==> config.mk <==
export PLATFORM = sky130hd
export DESIGN_NAME = moonbase_bus_responder
export DESIGN_NICKNAME = d
export VERILOG_FILES = /design/src/rtl/moonbase_bus_responder.sv
export SDC_FILE = /design/constraint.sdc
export NUM_CORES = 1
export LEC_CHECK = 0
export CAP_MARGIN = 20
export CORE_MARGIN = 8
export CORE_UTILIZATION = 63
export DETAILED_ROUTE_END_ITERATION = 12
export PLACE_DENSITY = 0.8
export SLEW_MARGIN = 20
export SYNTH_ARGS = -nofsm -noshare
export SYNTH_HDL_FRONTEND = slang
export SYNTH_SLANG_ARGS = --single-unit
==> constraint.sdc <==
create_clock -name clk -period 5.55 [get_ports clk]
set_input_delay 0.8325 -clock clk [delete_from_list [all_inputs] [get_ports clk]]
set_output_delay 0.8325 -clock clk [all_outputs]
set_load 0.05 [all_outputs]
==> src/rtl/moonbase_bus_responder.sv <==
// Target side of the 4-bit CPU nibble bus: address latch, 256x4 RAM, device writes, host loader.
// Optional code-bank write protection is enabled by defining MOONBASE_WRITE_PROTECT_EN.
module moonbase_bus_responder #(
    parameter int unsigned HOLD_CYCLES = 2,
    parameter bit          DEV_WR_REG  = 1'b1
) (
    input  logic       clk,
    input  logic       reset_n,
    input  logic [7:0] cpu_out,
    output logic [5:0] cpu_in,
    output logic       cpu_reset,
    output logic [6:0] dev_addr,
    output logic [3:0] dev_wdata,
    output logic       dev_wr,
    input  logic [1:0] dev_rdata,
    input  logic       ld_start,
    input  logic       ld_valid,
    output logic       ld_ready,
    input  logic [7:0] ld_addr,
    input  logic [3:0] ld_data,
    input  logic       ld_done,
    output logic       wp_err
);

    localparam int unsigned CntW = $clog2(HOLD_CYCLES + 1);

    typedef enum logic [1:0] {StHold, StRun, StLoad} state_e;

    state_e          state_q, state_d;
    logic [CntW-1:0] hold_cnt_q, hold_cnt_d;
    logic [6:0]      latch_q;
    logic [3:0]      mem [256];

    logic       strobe;
    logic       bus_bank;
    logic       in_run;
    logic       cpu_ram_wr_req;
    logic       cpu_ram_wr;
    logic       dev_hit;
    logic [7:0] rd_addr;
    logic [7:0] wr_addr;
    logic [3:0] ram_rdata;

    assign strobe   = cpu_out[7];
    assign bus_bank = cpu_out[6];
    assign in_run   = (state_q == StRun);

    // While strobing, the CPU is fetching code, so reads come from bank 1.
    assign rd_addr   = {strobe | bus_bank, latch_q};
    assign wr_addr   = {bus_bank, latch_q};
    assign ram_rdata = mem[rd_addr];
    assign cpu_in    = {dev_rdata, ram_rdata};

    assign cpu_ram_wr_req = in_run & ~strobe & ~cpu_out[5];
    assign dev_hit        = in_run & ~strobe & ~cpu_out[4];

    assign cpu_reset = (state_q != StRun);
    assign ld_ready  = (state_q == StLoad);

    always_comb begin
        state_d    = state_q;
        hold_cnt_d = hold_cnt_q;
        unique case (state_q)
            StHold: begin
                if (ld_start) begin
                    state_d = StLoad;
                end else if (hold_cnt_q == CntW'(1)) begin
                    state_d = StRun;
                end else begin
                    hold_cnt_d = hold_cnt_q - CntW'(1);
                end
            end
            StRun: begin
                if (ld_start) state_d = StLoad;
            end
            StLoad: begin
                if (ld_done) begin
                    state_d    = StHold;
                    hold_cnt_d = CntW'(HOLD_CYCLES);
                end
            end
            default: state_d = StHold;
        endcase
    end

    always_ff @(posedge clk or negedge reset_n) begin
        if (!reset_n) begin
            state_q    <= StHold;
            hold_cnt_q <= CntW'(HOLD_CYCLES);
            latch_q    <= 7'd0;
        end else begin
            state_q    <= state_d;
            hold_cnt_q <= hold_cnt_d;
            if (strobe) latch_q <= cpu_out[6:0];
        end
    end

`ifdef MOONBASE_WRITE_PROTECT_EN
    logic wp_err_q;

    assign cpu_ram_wr = cpu_ram_wr_req & ~bus_bank;
    assign wp_err     = wp_err_q;

    always_ff @(posedge clk or negedge reset_n) begin
        if (!reset_n) begin
            wp_err_q <= 1'b0;
        end else if (cpu_ram_wr_req && bus_bank) begin
            wp_err_q <= 1'b1;
        end else if (ld_start) begin
            wp_err_q <= 1'b0;
        end
    end
`else
    assign cpu_ram_wr = cpu_ram_wr_req;
    assign wp_err     = 1'b0;
`endif

    // RAM is not reset; the loader owns it outside RUN.
    always_ff @(posedge clk) begin
        if (state_q == StLoad && ld_valid) begin
            mem[ld_addr] <= ld_data;
        end else if (cpu_ram_wr) begin
            mem[wr_addr] <= cpu_out[3:0];
        end
    end

    if (DEV_WR_REG) begin : g_dev_reg
        logic       dev_wr_q;
        logic [6:0] dev_addr_q;
        logic [3:0] dev_wdata_q;

        always_ff @(posedge clk or negedge reset_n) begin
            if (!reset_n) begin
                dev_wr_q    <= 1'b0;
                dev_addr_q  <= 7'd0;
                dev_wdata_q <= 4'd0;
            end else begin
                dev_wr_q <= dev_hit;
                if (dev_hit) begin
                    dev_addr_q  <= latch_q;
                    dev_wdata_q <= cpu_out[3:0];
                end
            end
        end

        assign dev_wr    = dev_wr_q;
        assign dev_addr  = dev_addr_q;
        assign dev_wdata = dev_wdata_q;
    end else begin : g_dev_comb
        assign dev_wr    = dev_hit;
        assign dev_addr  = latch_q;
        assign dev_wdata = cpu_out[3:0];
    end

endmodule

# Word level (Yosys, flattened, before mapping)
# Memory sizes are Yosys's and may differ from the RTL's.
# Cells that the tools add are included.
[totals]
reg_bits = 23
ram_bits = 1024
in_bits = 27
out_inout_bits = 21
word_cells = 47
memories = 1
[mem_list]
columns = ["name", "words", "word_bits", "rd", "rd_clocked_by_memory_dff", "write_ports", "line_no", "source"]
rows = [
  ["mem", 256, 4, 1, 0, 1, "32", "logic [3:0] mem [256];"],
]
[classes]
addsub = 1
n_eq_ne = 9
muxes = 17
bitwise_logic = 7
n_reduce_logical = 6
[op_table]
columns = ["op", "n"]
rows = [
  ["2-bit 2-to-1 mux", 7],
  ["8-bit 2-to-1 mux", 1],
  ["1-bit 2-to-1 mux", 6],
  ["2-bit inequality test, second input constant", 3],
  ["2-bit one-hot mux with 3 select lines", 1],
  ["2-bit by 1-bit equality test with 1-bit output, second input constant", 2],
  ["4-bit 2-to-1 mux", 1],
  ["2-bit by 1-bit inequality test with 1-bit output, second input constant", 2],
  ["2-bit one-hot mux with 2 select lines", 1],
  ["4-bit AND reduction", 1],
  ["4-bit OR reduction", 1],
  ["1-bit bitwise AND", 3],
  ["3-bit inequality test, second input constant", 1],
  ["1-bit NOT", 3],
  ["3-bit AND reduction", 1],
  ["2-bit equality test, second input constant", 1],
  ["2-bit logical NOT", 1],
  ["2-bit nonzero test", 1],
  ["2-bit by 1-bit subtractor with 2-bit output, second input constant", 1],
  ["1-bit logical AND", 1],
  ["1-bit OR", 1],
]

# Longest topological paths before layout
# Gate-level depths: netlist of the first run.
[logic_depth]
depth_word = 8
depth_mapped = 13
depth_no_buf = 6

# Least setup slack after synthesis of the first run
# No wires, ideal clock.
[synth_timing]
kind = "in2reg"
start = "input cpu_out[7]"
end = "memory mem[0][0], data pin"
setup_ps = 823
arrival_ps = 4638
required_time_ps = 4727
path_slack_ps = 90
cell_stages = 4
n_path_buf = 1
path_cell_list = "nor4b_2 clkbuf_1 nand2_1 nand2_1"
[synth_via]
elab_chain_cells = 8
[synth_rtl]
columns = ["item", "line_no", "source"]
rows = [
  ["from (decl)", "9", "input logic [7:0] cpu_out,"],
  ["1-bit NOT", "54", "assign cpu_ram_wr_req = in_run & ~strobe & ~cpu_out[5];"],
  ["1-bit bitwise AND (2 in a row)", "54", ""],
  ["1-bit 2-to-1 mux", "122", "end else if (cpu_ram_wr) begin"],
  ["1-bit 2-to-1 mux", "120", "if (state_q == StLoad && ld_valid) begin"],
  ["1-bit 2-to-1 mux (implied by the code)", "123", "mem[wr_addr] <= cpu_out[3:0];"],
  ["4-bit OR reduction (no source line)", "n/a", ""],
  ["4-bit 2-to-1 mux (no source line)", "n/a", ""],
  ["to (decl)", "32", ""],
]
# No other way between the ends.

# Worst setup path after layout of the first run
[layout_timing]
start = "register latch_q[3]"
end = "output cpu_in[2]"
[layout_via]
elab_chain_cells = 1
[layout_rtl]
columns = ["item", "line_no", "source"]
rows = [
  ["from (decl)", "31", "logic [6:0] latch_q;"],
  ["from (signal assigned)", "94", "if (strobe) latch_q <= cpu_out[6:0];"],
  ["memory 256 x 4 bit", "n/a", ""],
  ["to (decl)", "10", "output logic [5:0] cpu_in,"],
]
# No other way between the ends.

==> results of run 1 <==
final cells by class:
cell class	count	area share, %
clock buffer	114	5.49
antenna	1	0.00533
inverter	1	0.00800
multi-input combinational	1027	20.9
sequential	1047	66.8
tap	873	2.33
timing repair buffer	112	2.46
clock inverter	70	1.97
worst max path at each step:
| stage | from | to | slack, ns |
|---|---|---|---|
| 2_1_floorplan | cpu_out[7] | mem[0][0] | 0.09 |
| 3_3_place_gp | latch_q[0] | cpu_in[2] | 0.83 |
| 3_5_place_dp | latch_q[0] | cpu_in[1] | 0.81 |
| 4_1_cts | latch_q[0] | cpu_in[1] | 0.08 |
| 5_1_grt | latch_q[0] | cpu_in[2] | 0.23 |
| 6_report | latch_q[3] | cpu_in[2] | 0.18 |
worst min-delay path, delay by kind of cell, from the launching register on:
family,cells,cell delay [ns]
buf+inv,1,0.06
compound gates,1,0.08
flops,1,0.36
state kept, by name, summed over array words and instances, names as in the netlist:
signal and cells:
dev_wr 1, dev_wdata 4, state_q 2, latch_q 7, hold_cnt_q 2, mem 1024, dev_addr 7
routing by layer:
| layer | up-vias | global-route usage, % | share of wire [%] |
|---|---|---|---|
| li1 | 9124 | - | - |
| met5 | - | 0 | 0.032 |
| met3 | 315 | 6.93 | 13 |
| met1 | 11500 | 36.6 | 35 |
| met2 | 1646 | 42.2 | 47 |
| met4 | 6 | 11.6 | 4.7 |
Yosys cell counts (11+ instances only):
library cell,n
a21oi_1,17
nand3_1,39
o21ai_0,12
clkbuf_1,35
mux2i_1,108
edfxtp_1,1024
mux4_2,174
buf_6,25
mux4_1,30
a211oi_1,11
dfrtp_1,22
buf_4,11
nand2b_1,12
o22ai_1,39
mux2_2,35
nand2_1,79
a221oi_1,18
nand4_1,12
nor3_1,16
a22oi_1,32
nor2_1,279
buf_2,45
power breakdown:
group	total [mW]	leakage [nW]	internal, mW	switching (mW)
registers	8.87	9.48	8.78	0.0931
logic	1.65	3.62	0.617	1.03
clock network	7.25	1.71	4.32	2.92
through the flow:
step / cells / cell area, um2 / hold slack [ns] / utilization [%]
2_1_floorplan: 2220 / 42200 / 0.464 / -
3_3_place_gp: 3058 / 43400 / 0.476 / 64.9
3_5_place_dp: 3058 / 43400 / 0.489 / 64.9
4_1_cts: 3242 / 46900 / 0.499 / 70.1
5_1_grt: 3244 / 46900 / 0.520 / 70.2
6_report: 3245 / 46900 / 0.500 / 70.2
logic make-up after synthesis:
logic type | after synthesis
buffers and inverters | 146
AOI/OAI and AO/OA | 181
and+or+nand+nor | 497
other | 1
DFF | 1047
adders and majority gates | 1
muxes | 347
==> impl_metrics.py, run 1 <==
metrics = {
    "power": {
        "power_mw": 17.8,
        "powerDensity_nw_per_um2": 379,
        "vdd_drop_max_mv": 0.310,
        "p_leak_nw": 14.8,
    },
    "global_routing": {
        "overflow": 0,
        "grt_pass1_wl_mm": 150,
        "grt_use_total_pct": 27.1,
        "grt_pass1_vias": 22600,
        "grt_max_degree": 115,
        "grt_antenna_before_repair": 7,
    },
    "sta": {
        "period_share_pct": 96.7,
        "setup_viol": 0,
        "timing_hold_violations_final": 0,
        "slew_viol_final": 0,
        "timing.fmax_mhz": 186,
        "tightest_slew_ns": 1.05,
        "fin_ws_ns": 0.182,
        "maxSlewHeadroom_pct": 29.4,
        "tns_ns": 0,
        "skew_ns": 0.0273,
        "rsz0062_at_grt": "no",
        "layout_min_cycle_time_ns": 5.37,
    },
    "drt": {
        "antenna_left": 0,
        "vias": 22600,
        "wl_per_cell_um": 31.4,
        "wirelength_mm": 102,
        "viasPerCell": 6.95,
        "drt-pass1-iter-count": 6,
        "drc": 0,
        "first_iter_violations": 3453,
    },
    "setup_path": {
        "worst_path_largest_cell_delay_ns": 1.00,
        "crit_slowest_cell": "dfrtp_1",
        "path_cells": "buf_4 -> nand2b_1 -> o22ai_1 -> nor3_1 -> nor3_1 -> nor4_1 -> buf_4",
        "timing.rr.end": "mem[58][1]",
        "end_kind": "output pin",
        "cpLargestDelayFamily": "simple AND/OR/NAND/NOR gates",
        "reg2reg_depth": 4,
        "cp.depth": 7,
        "reg2reg_slack_ns": 1.48,
        "path_class": "flop to output pin",
        "path_max_fanout": 14,
        "r2r-start": "latch_q[5]",
        "cp.required_ns": 4.72,
        "cp.arrival_ns": 4.54,
        "critPathBufInv": 2,
        "critPathLaunchType": "flop",
    },
    "synthesis": {
        "synth-simple-area-share_pct": 5.28,
        "yosysUniqueCellTypes": 65,
        "synth_edf_count": 1024,
        "synth_top_family_by_area": "multiplexers",
        "syn_avg_cell_area_um2": 19.0,
        "async_reset_ff_share_pct": 2.20,
        "synthTopCellsByArea": "edfxtp_1 (73%), mux4_2 (9.3%), mux2i_1 (2.6%)",
        "synthMuxAreaShare_pct": 14.6,
        "synth_top_area_cell": "edfxtp_1",
        "yosys.area.top_type_share_pct": 72.8,
        "yosysWarnings": 0,
        "synth_flop_cell": "edfxtp_1",
        "synth_area_um2": 42200,
        "ys_seq_area_share_pct": 74.2,
        "synth_fp_nets": 2248,
        "synth-compound-area-share_pct": 3.16,
        "ys_ff_latch": 1047,
        "synth_adder_area_share_pct": 0.0296,
        "synth_cells": 2220,
        "synth-xor-area-share_pct": 0,
    },
    "floorplan": {
        "std_cell_rows": 95,
        "die-area_um2": 75600,
        "initial_core_util_pct": 63.2,
        "core_um2": 66800,
        "ios": 48,
        "die_x_um": 275,
        "die_height_um": 275,
    },
    "finish": {
        "drive_above_1_share_pct": 20.0,
        "ff_latch_area_um2": 31300,
        "layout_common_cells": "edfxtp_1 (1024), nor2_1 (279), mux4_2 (174)",
        "final_common_cell": "edfxtp_1",
        "n_fill_cell": 3791,
        "syn2layout_area_growth_pct": 11.1,
        "multi_input_area_um2": 9820,
        "nets": 2315,
    },
    "hold_path": {
        "min_path_cells": 2,
        "hold_end": "hold_cnt_q[1]",
        "min-delay-start": "hold_cnt_q[1]",
        "hp-class": "flop to flop",
    },
    "clock_network": {
        "cts_resized": 0,
        "cts_setup_buffers": 0,
        "numCtsBuffers": 98,
        "h-tree-depth": 3,
        "clockBufferDepth": 3,
        "ctsRootBufferMaster": "clkbuf_16",
        "clock_latency_ns": 0.68,
        "cts.sinks": 1047,
        "cts_tree": "done",
        "holdBufCountCts": 0,
        "clkSlewWorstSetupHoldPaths_ns": 0.07,
    },
    "flow_run": {
        "cap_violations": 0,
    },
    "placement": {
        "io_buffers": 42,
        "gp_congestion": 0.887,
        "dp_hpwl_mm": 60.3,
        "pre_cts_slack_ns": 0.811,
    },
    "run_status": {
        "outcome": "finished clean",
    },
}
(Power assumes the default switching activity.)
==> run 2: changes to the inputs <==
--- a/config.mk
+++ b/config.mk
@@ -9,7 +9,7 @@
 export CORE_MARGIN = 8
 export CORE_UTILIZATION = 63
 export DETAILED_ROUTE_END_ITERATION = 12
-export PLACE_DENSITY = 0.8
+export PLACE_DENSITY = 0.82
 export SLEW_MARGIN = 20
 export SYNTH_ARGS = -nofsm -noshare
 export SYNTH_HDL_FRONTEND = slang
==> run 2 against run 1 <==
Via count about the same. Clock power decreased by 7.0%. Cell count barely moved. Worst hold slack is essentially flat. Critical path type unchanged.
==> impl_metrics.py, run 2 (synthesized netlist as in run 1, its figures left out) <==
metrics = {
    "placement": {
        "dp.cells": 3059,
        "io_buffers": 42,
        "dpl_cell_area_um2": 43400,
        "gp_congestion": 0.894,
        "dp_hpwl_mm": 60.9,
        "pre_cts_slack_ns": 0.679,
    },
    "clock_network": {
        "clock_latency_ns": 0.68,
        "cts.sinks": 1047,
        "holdBufCountCts": 0,
        "cts_tree": "done",
        "clockBufferDepth": 3,
        "h-tree-depth": 3,
        "clkSlewWorstSetupHoldPaths_ns": 0.06,
        "numCtsBuffers": 98,
        "ctsRootBufferMaster": "clkbuf_16",
    },
    "finish": {
        "final_common_cell": "edfxtp_1",
        "layout_common_cells": "edfxtp_1 (1024), nor2_1 (279), mux4_2 (174)",
        "finalInstanceArea_um2": 46600,
        "syn2layout_area_growth_pct": 10.4,
        "instances_no_fill": 3246,
        "largest_reg_flops": 1024,
        "n_fill_cell": 3842,
        "drive_above_1_share_pct": 19.5,
        "nets": 2315,
        "top_register": "mem",
    },
    "sta": {
        "period_share_pct": 99.1,
        "hold_ws_ns": 0.500,
        "maxSlewHeadroom_pct": 19.5,
        "rsz0062_at_grt": "no",
        "timing.fmax_mhz": 182,
        "tightest_slew_ns": 1.21,
        "skew_ns": 0.0432,
        "setup_viol": 0,
        "timing_hold_violations_final": 0,
        "layout_min_cycle_time_ns": 5.50,
        "tns_ns": 0,
        "fin_ws_ns": 0.0508,
        "slew_viol_final": 0,
    },
    "power": {
        "sequentialPowerShare_pct": 51.4,
        "clkPwrFrac_pct": 39.1,
        "vdd_drop_max_mv": 0.312,
        "powerDensity_nw_per_um2": 370,
        "p_sw_share_pct": 23.4,
        "power_frac_comb_pct": 9.6,
        "internal_power_mw": 13.2,
        "p_leak_nw": 14.6,
        "p_switching_mw": 4.04,
    },
    "drt": {
        "viasPerCell": 6.95,
        "wl_per_cell_um": 31.3,
        "drc": 0,
        "wirelength_mm": 101,
        "drt-pass1-iter-count": 6,
        "vias": 22600,
        "antenna_left": 0,
        "first_iter_violations": 3231,
    },
    "global_routing": {
        "grt_use_total_pct": 27.0,
        "top_usage_layer": "met2",
        "grt_use_met1_pct": 35.3,
        "grt_antenna_before_repair": 4,
        "met3_usage_pct": 6.53,
        "grt_pass1_wl_mm": 148,
        "grt_pass1_vias": 22800,
        "grt_max_degree": 157,
        "use_met2_pct": 43.2,
        "overflow": 0,
    },
    "setup_path": {
        "end_kind": "output pin",
        "path_class": "flop to output pin",
        "path_max_fanout": 17,
        "cp.arrival_ns": 4.67,
        "critPathLaunchType": "flop",
        "cp.required_ns": 4.72,
    },
    "floorplan": {
        "std_cell_rows": 95,
        "ios": 48,
        "initial_core_util_pct": 63.2,
        "die_height_um": 275,
        "die-area_um2": 75600,
        "die_x_um": 275,
        "core_um2": 66800,
    },
    "hold_path": {
        "hp-class": "flop to flop",
    },
    "flow_run": {
        "cap_violations": 0,
    },
    "run_status": {
        "outcome": "finished clean",
    },
}
## run 2: cell count changes in the layout (fill, tap and decap cells not counted), sizes merged
cell / change
clkdlybuf4s50: +2
diode: +3
bufinv: -11
buf: -2
clkinv: -1
clkbuf: +4
clkinvlp: +6
## run 2: metrics by stage
| stage | util (%) | total power [mW] |
|---|---|---|
| 2_1_floorplan | - | 10.2 |
| 3_3_place_gp | 64.9 | 10.6 |
| 3_5_place_dp | 64.9 | 10.6 |
| 4_1_cts | 69.8 | 17.3 |
| 5_1_grt | 69.8 | 17.6 |
| 6_report | 69.8 | 17.3 |
## run 2: cell type report
class	count	area, um2	area share, %
repair buffers	112	1130	2.42
multi-input cells	1027	9820	21.1
well taps	873	1090	2.34
flip-flops and latches	1047	31300	67.2
inverters	1	3.75	0.00805
clock inverters	64	621	1.33
clock buffers	118	2600	5.58
diodes	4	10.0	0.0215
## run 2: power groups by stage
stage / logic (mW) / registers, mW / clock network [mW]
6_report: 1.65 / 8.87 / 6.74
4_1_cts: 1.63 / 8.87 / 6.77
2_1_floorplan: 1.05 / 9.16 / 0
3_3_place_gp: 1.56 / 9.04 / 0
5_1_grt: 1.72 / 8.87 / 7.05
3_5_place_dp: 1.60 / 9.04 / 0
## run 2: worst max-delay path, cell delays in order, from the launching register on
cell and delay (ns):
dfrtp_1 1.15, nor2b_1 0.26, buf_4 0.24, and2_1 0.50, nand3_1 0.22, nand4_1 0.18
nor3_1 0.09, nor4_2 0.46, clkdlybuf4s50_1 0.90
## run 2: worst paths after layout
check | slack [ns] | cells past startpoint | endpoint | start
max | 0.05 | 8 | cpu_in[1] | latch_q[4]
min | 0.50 | 2 | hold_cnt_q[1] | hold_cnt_q[1]
max reg2reg | 1.47 | 6 | mem[114][2] | state_q[1]
min reg2reg | 0.50 | 2 | hold_cnt_q[1] | hold_cnt_q[1]
max in group asynchronous | 4.66 | 2 | hold_cnt_q[1] | reset_n
min in group asynchronous | 0.54 | 2 | dev_addr[1] | reset_n
## run 2: what timing repair did
item                                    4_1_cts  5_1_grt
endpoints found under the setup margin        2        1
gates resized for setup                       0        1
buffers inserted                              1        0
## run 2: routing by layer
layer  up-vias  routed length, um
li1       9110                  -
met1     11500              34700
met2      1675              49000
met3       303              12900
met4         8               4770
met5         -                 56
